File: config.mk
export PLATFORM = sky130hd
export DESIGN_NAME = perf_counters_multi
export DESIGN_NICKNAME = d
export VERILOG_FILES = /design/src/rtl/perf_cnt_pkg.sv /design/src/rtl/perf_cnt_chan.sv /design/src/rtl/perf_counters_multi.sv
export SDC_FILE = /design/constraint.sdc
export NUM_CORES = 1
export LEC_CHECK = 0
export ABC_AREA = 1
export BUFFER_PORTS_ARGS = -buffer_cell sky130_fd_sc_hd__buf_4
export CAP_MARGIN = 25
export CORE_MARGIN = 4
export CORE_UTILIZATION = 45
export DETAILED_ROUTE_END_ITERATION = 16
export PLACE_DENSITY_LB_ADDON = 0.12
export SLEW_MARGIN = 5
export SYNTH_ARGS = -nofsm -noshare
export SYNTH_HDL_FRONTEND = slang
export SYNTH_HIERARCHICAL = 1
export SYNTH_SLANG_ARGS = --single-unit
File: constraint.sdc
create_clock -name clk -period 3.56 [get_ports clk]
set_clock_uncertainty 0.15 [all_clocks]
set_input_delay 0.534 -clock clk [delete_from_list [all_inputs] [get_ports clk]]
set_output_delay 0.534 -clock clk [all_outputs]
set_load 0.005 [all_outputs]
File: src/rtl/perf_cnt_pkg.sv
// rtl/perf_cnt_pkg.sv - shared limits and read-response type for the perf counter bank
package perf_cnt_pkg;

    // Legal parameter ranges for the counter bank
    localparam int NUM_CH_MIN = 2;
    localparam int NUM_CH_MAX = 16;
    localparam int CNT_W_MIN  = 2;
    localparam int CNT_W_MAX  = 32;

    // Registered read response; data is sized for the widest legal counter
    typedef struct packed {
        logic                 valid;
        logic [CNT_W_MAX-1:0] data;
        logic                 ovf;
        logic                 err;
    } rd_resp_t;

endpackage

File: src/rtl/perf_cnt_chan.sv
// rtl/perf_cnt_chan.sv - one event counter with sticky overflow; PERF_CNT_SAT_EN selects saturate vs wrap
module perf_cnt_chan
    import perf_cnt_pkg::*;
#(
    parameter int CNT_W = 8
) (
    input  logic             clk,
    input  logic             reset,
    input  logic             inc,
    input  logic             clr,
    output logic [CNT_W-1:0] cnt_o,
    output logic             ovf_o
);

    logic [CNT_W-1:0] cnt_q;
    logic             ovf_q;

    // Count events; a clear restarts from the same-cycle event so none is lost
    always_ff @(posedge clk) begin
        if (reset) begin
            cnt_q <= '0;
            ovf_q <= 1'b0;
        end else if (clr) begin
            cnt_q <= CNT_W'(inc);
            ovf_q <= 1'b0;
        end else if (inc) begin
            if (cnt_q == '1) begin
                ovf_q <= 1'b1;
`ifdef PERF_CNT_SAT_EN
                cnt_q <= cnt_q;
`else
                cnt_q <= '0;
`endif
            end else begin
                cnt_q <= cnt_q + 1'b1;
            end
        end
    end

    assign cnt_o = cnt_q;
    assign ovf_o = ovf_q;

endmodule

File: src/rtl/perf_counters_multi.sv
// rtl/perf_counters_multi.sv - multi-channel perf counter bank with clear-on-read; PERF_CNT_SAT_EN enables saturation
module perf_counters_multi
    import perf_cnt_pkg::*;
#(
    parameter  int NUM_CH = 4,
    parameter  int CNT_W  = 8,
    localparam int CH_W   = $clog2(NUM_CH)
) (
    input  logic              clk,
    input  logic              reset,
    input  logic [NUM_CH-1:0] cpu_trig_i,
    input  logic              cnt_en_i,
    input  logic              rd_req_i,
    input  logic [CH_W-1:0]   rd_ch_i,
    output logic              rd_valid_o,
    output logic [CNT_W-1:0]  rd_data_o,
    output logic              rd_ovf_o,
    output logic              rd_err_o
);

    logic [CNT_W-1:0]     cnt_all [NUM_CH];
    logic [NUM_CH-1:0]    ovf_all;
    logic [NUM_CH-1:0]    clr;
    logic                 ch_ok;
    logic [CNT_W-1:0]     sel_cnt;
    logic                 sel_ovf;
    rd_resp_t             resp_d;
    rd_resp_t             resp_q;
    logic [CNT_W_MAX-1:0] unused_resp_data;

    // Channel select can encode values beyond NUM_CH when NUM_CH is not a power of two
    assign ch_ok = int'(rd_ch_i) < NUM_CH;

    for (genvar c = 0; c < NUM_CH; c++) begin : g_chan
        assign clr[c] = rd_req_i && (int'(rd_ch_i) == c);

        perf_cnt_chan #(
            .CNT_W (CNT_W)
        ) u_chan (
            .clk   (clk),
            .reset (reset),
            .inc   (cnt_en_i & cpu_trig_i[c]),
            .clr   (clr[c]),
            .cnt_o (cnt_all[c]),
            .ovf_o (ovf_all[c])
        );
    end

    // Read mux: pre-update count and overflow of the selected channel
    always_comb begin
        sel_cnt = '0;
        sel_ovf = 1'b0;
        for (int c = 0; c < NUM_CH; c++) begin
            if (int'(rd_ch_i) == c) begin
                sel_cnt = cnt_all[c];
                sel_ovf = ovf_all[c];
            end
        end
    end

    // Build the response; payload stays zero unless a valid read is returned
    always_comb begin
        resp_d       = '0;
        resp_d.valid = rd_req_i;
        if (rd_req_i) begin
            if (ch_ok) begin
                resp_d.data = CNT_W_MAX'(sel_cnt);
                resp_d.ovf  = sel_ovf;
            end else begin
                resp_d.err  = 1'b1;
            end
        end
    end

    // Registered response stage; a request coinciding with reset is dropped
    always_ff @(posedge clk) begin
        if (reset) begin
            resp_q <= '0;
        end else begin
            resp_q <= resp_d;
        end
    end

    assign rd_valid_o       = resp_q.valid;
    assign rd_data_o        = resp_q.data[CNT_W-1:0];
    assign rd_ovf_o         = resp_q.ovf;
    assign rd_err_o         = resp_q.err;
    assign unused_resp_data = resp_q.data;

endmodule
---- Yosys cells after proc, flatten, opt, wreduce, memory -nomap -nowiden ----
Index checks and enable logic that the tools add are counted.
storage, ports and cells
  flip-flop bits (word level) ............. 47
  bits of input ports ..................... 10
  output and inout port bits .............. 11
  word-level logic and storage cells ...... 70
cells by class
  add/subtract/negate cells ............... 4
  equal/unequal tests ..................... 7
  mux-type cells .......................... 20
  bitwise gates (word level) .............. 5
  reduce and logical (&&, ||, !) cells .... 18
operator list
  cell                   number
  $mux W8                8
  $add A8 B1 Y8 const B  4
  $eq A8 B8 Y1 const B   4
  $mux W1                12
  $reduce_or A2 Y1       5
  $reduce_and A2 Y1      4
  $reduce_bool A2 Y1     4
  $and A1 B1 Y1          4
  $eq A2 B2 Y1 const B   2
  $logic_and A1 B1 Y1    4
  $eq A2 B1 Y1 const B   1
  $logic_not A2 Y1       1
  $not A1 Y1             1

---- Logic depth before layout (Yosys ltp) ----
  word-level depth ........................ 5
  mapped depth ............................ 8
  gate-level depth less buffers ........... 8

---- Cells and area by module ----
The synthesis kept the hierarchy.
by module, submodules not included
  module               times used  cells an instance  area an instance (um2)  seq. area each (um2)
  perf_cnt_chan        4           66                 460.4                   180.2
  perf_counters_multi  1           108                656.9                   200.2

---- Worst setup path after synthesis ----
No wires, ideal clock.
  kind .................................... in2reg
  start ................................... input port rd_ch_i[1]
  end ..................................... register g_chan[0].u_chan.cnt_q[4]
  setup time .............................. 0.119 ns
  data arrival time ....................... 1.363 ns
  data required time ...................... 3.291 ns
  setup slack ............................. 1.928 ns
  stages on the path ...................... 6
  buffers on the path ..................... 2
  path through ............................ buf_6 buf_6 nor3_1 nor2_1 inv_1 nor3_1
between the ends
  word-level cells in the longest chain between the ends .. 3
ends and longest elaborated chain
  what                        line                       source
  from (decl)                 perf_counters_multi.sv:14  input logic [CH_W-1:0] rd_ch_i,
  $logic_not A2 Y1            perf_counters_multi.sv:35  assign clr[c] = rd_req_i && (int'(rd_ch_i) == c);
  $logic_and A1 B1 Y1         perf_counters_multi.sv:35
  named net clr[0]            perf_counters_multi.sv:23  logic [NUM_CH-1:0] clr;
  $reduce_or A2 Y1 (no line)  --
  to (signal assigned)        perf_cnt_chan.sv:24        cnt_q <= CNT_W'(inc);
  to (signal assigned)        perf_cnt_chan.sv:35        cnt_q <= cnt_q + 1'b1;
  to (decl)                   perf_cnt_chan.sv:15        logic [CNT_W-1:0] cnt_q;
The timed path passes the listed nets, and every way through them passes these cells.
A chain may end at the register's enable or synchronous reset.

---- Final worst setup path ----
  start ................................... input port rd_ch_i[0]
  end ..................................... register g_chan[1].u_chan.cnt_q[4]
between the ends
  word-level cells in the longest chain between the ends .. 3
ends and longest elaborated chain
  what                        line
  $eq A2 B2 Y1                perf_counters_multi.sv:35
  $logic_and A1 B1 Y1         perf_counters_multi.sv:35
  named net clr[1]            perf_counters_multi.sv:23
  $reduce_or A2 Y1 (no line)  --
  to (signal assigned)        perf_cnt_chan.sv:24
  to (signal assigned)        perf_cnt_chan.sv:35
  to (decl)                   perf_cnt_chan.sv:15
The timed path passes the listed nets, and every way through them passes these cells.

==> key figures <==
Worst setup path
  • Critical setup path kind: in2reg
  • Required time of the worst setup path: 3.60 ns
  • Critical Path Start Type: input port
  • Launch point of the critical path: rd_ch_i[0]
  • Arrival time of data at the critical path endpoint: 1.59 ns
  • Endpoint class of the critical path: flop
  • Maximum fanout count along the critical path: 20
  • Worst reg2reg path startpoint: g_chan[2].u_chan/cnt_o[1]$_SDFFE_PP0P_

STA
  • Total of endpoints with negative setup slack in the final report: 0
  • Tmin final: 1.55 ns
  • Max frequency: 643 MHz
  • Fin Setup TNS: 0 ns
  • Final Hold Fails: 0
  • Fraction of the cycle the final worst path needs: 0.437
  • Setup repair after global routing missed its margin: no
  • Max Transition Viols Final: 0
  • Smallest hold slack: 0.315 ns

Floorplanning
  • Initial core utilization: 0.477
  • Core region area: 5240 um2
  • Die Y-Extent: 82.5 um
  • Floorplan row count: 26
  • Die area: 6810 um2
  • Die Wd: 82.5 um
  • Total I/O pin count: 21

Synthesis
  • Synth area leaders: sky130_fd_sc_hd__dfxtp_1 37%, sky130_fd_sc_hd__nand2_1 11%, sky130_fd_sc_hd__nor2_1 8.9%, sky130_fd_sc_hd__inv_1 8.4%, sky130_fd_sc_hd__nand3_1 7.6%
  • Yosys cell types: 23
  • Area share of the largest cell type after synthesis: 0.369
  • Synthesis warning total: 6
  • Post-synth net total: 386
  • List of most frequent post-synthesis cells: 75 x sky130_fd_sc_hd__nand2_1, 59 x sky130_fd_sc_hd__nor2_1, 56 x sky130_fd_sc_hd__inv_1, 46 x sky130_fd_sc_hd__dfxtp_1, 38 x sky130_fd_sc_hd__nand3_1
  • Number of cells produced by synthesis: 372
  • Dominant cell type by area after synthesis: sky130_fd_sc_hd__dfxtp_1
  • Most common cell in the netlist: sky130_fd_sc_hd__nand2_1
  • Predominant post-synthesis flop cell: sky130_fd_sc_hd__dfxtp_1
  • Async set-or-reset flop fraction in the synthesized netlist: 0
  • Netlist area before placement: 2500 um2
  • Count of flip-flops with a built-in enable after synthesis: 0
  • Synthesized flop and latch total: 46
  • Average cell area after synthesis: 6.72 um2
  • Post-synthesis sequential area ratio: 0.369

Drt
  • Detail Route Antenna Nets: 0
  • DRC Markers: 0
  • Post-Route WL: 5370 um
  • Number of iterations in the first detailed-routing pass: 4
  • Total via count in the routed design: 2,207
  • Vias per cell: 4.76
  • Average detailed-routed wire length per instance: 11.6 um
  • Initial DRC Count: 143

Pwr
  • Portion of total power attributed to combinational logic: 0.094
  • Switching part of the total: 0.244
  • Switching pwr: 0.000230 W
  • Internal power of the cells: 0.000711 W
  • Power per unit of standard cell area: 339 nW/um2
  • Clock share of power: 0.344
  • Share of total power in sequential cells: 0.562
  • Leakage power figure: 1.28 nW
  • Max VDD drop: 0.239 mV

Placement
  • Routability congestion estimate: 0.841
  • Total of buffers placed on input and output ports: 19
  • Detailed-placement wirelength estimate: 4180 um

Worst hold path
  • HP Class: reg2reg
  • Min-delay src: g_chan[2].u_chan/cnt_o[6]$_SDFFE_PP0P_

GRT
  • Vias in the first global route: 2,013
  • Final global-route overflow total: 0
  • Total global routing track utilization: 0.171
  • Largest net degree at the start of global routing: 21
  • Number of antenna violations at the first check in global routing: 0
  • First-pass GRT wire length: 9030 um

Outcome
  • Result of the run: finished, final reports clean

CTS
  • Maximum level of the CTS H-tree: 2
  • TritonCTS Buffers: 5
  • Quantity of gates resized following cts: 0
  • CTS clock-pin slew for the worst setup and hold paths: 0.08 ns
  • Clock insertion delay at the later pin of the skew report: 0.29 ns
  • Clock root buffer: sky130_fd_sc_hd__clkbuf_8
  • Post-CTS Hold Fix Bufs: 0
  • Clock tree from TritonCTS: done
  • CTS max path bufs: 2
  • TritonCTS Sinks: 46
  • Number of buffers inserted by post-CTS setup repair: 0

Final layout
  • Filler Cell Count: 545
  • Area grow syn2layout: 11.0%
  • Number of diodes: 0
  • Share of post-route cells with drive strength above 1: 0.157
  • Final Net Count: 407

Job
  • Max_cap viols: 0
==> final cells by class <==
cell class	count	area [um2]	area share
tap	70	87.6	0.0316
multi-input combinational	259	1300	0.468
clock buffer	7	86.3	0.0311
sequential	46	921	0.332
clock inverter	1	5.00	0.00180
timing repair buffer	19	143	0.0514
inverter	62	233	0.0839
==> worst max-delay path, stage by stage <==
cell,delay [ns]
sky130_fd_sc_hd__buf_4,0.22
sky130_fd_sc_hd__inv_2,0.08
sky130_fd_sc_hd__nor3_1,0.33
sky130_fd_sc_hd__nor2_1,0.20
sky130_fd_sc_hd__inv_1,0.15
sky130_fd_sc_hd__nor3_1,0.06
==> stage by stage <==
step	util	cells	area [um2]	setup WS, ns	total power (W)
2_1_floorplan	-	372	2500	1.93	0.000604
3_3_place_gp	0.512	456	2680	1.74	0.000627
3_5_place_dp	0.512	456	2680	1.70	0.000629
4_1_cts	0.530	464	2770	2.02	0.000956
5_1_grt	0.530	464	2770	1.83	0.000990
6_report	0.530	464	2770	2.01	0.000941
==> power by group through the flow <==
stage          logic [W]  clock network [W]  registers, W
2_1_floorplan  0.0000642                  0      0.000539
3_3_place_gp   0.0000868                  0      0.000541
3_5_place_dp   0.0000879                  0      0.000541
4_1_cts        0.0000883           0.000339      0.000529
5_1_grt         0.000101           0.000359      0.000530
6_report       0.0000882           0.000324      0.000529
==> state kept, by name (all words and copies together), names as in the netlist <==
| signal | flops |
|---|---|
| g_chan.u_chan/cnt_o | 32 |
| rd_ovf_o | 1 |
| g_chan.u_chan/ovf_o | 4 |
| rd_valid_o | 1 |
| unused_resp_data | 8 |
==> final timing paths <==
kind	endpoint	slack, ns	depth (start not counted)
setup / recovery	g_chan[1].u_chan/cnt_o[4]$_SDFFE_PP0P_	2.01	6
hold reg to reg	g_chan[2].u_chan/cnt_o[6]$_SDFFE_PP0P_	0.32	2
hold / removal	g_chan[2].u_chan/cnt_o[6]$_SDFFE_PP0P_	0.32	2
setup reg to reg	g_chan[2].u_chan/cnt_o[7]$_SDFFE_PP0P_	2.10	6
==> cell families after synthesis <==
| group | after synthesis | synth area share |
|---|---|---|
| AOI/OAI and AO/OA | 41 | 0.0921 |
| other | 1 | 0.00150 |
| DFF | 46 | 0.369 |
| and+or+nand+nor | 209 | 0.392 |
| xor gates and xnor gates | 4 | 0.0140 |
| adders and majority gates | 4 | 0.0200 |
| buffers and inverters | 67 | 0.112 |
==> per-layer routing <==
layer	global-route usage	wire (um)	share of wire
met5	0	0	0
met3	0.0380	250	0.047
met4	0.0343	27	0.0050
met1	0.226	2620	0.49
met2	0.285	2470	0.46
==> layout by cell type, fill, tap and decap left out, drive strengths merged <==
cell type / n
clkbuf: 7
conb: 1
dfxtp: 46
xnor2: 4
ha: 4
inv: 62
buf: 19
nor2: 68
a21oi: 24
clkinv: 1
o21bai: 4
nand2: 84
o21ai: 13
nor3: 11
nand3: 46
Power figures use the tool's default switching activity.
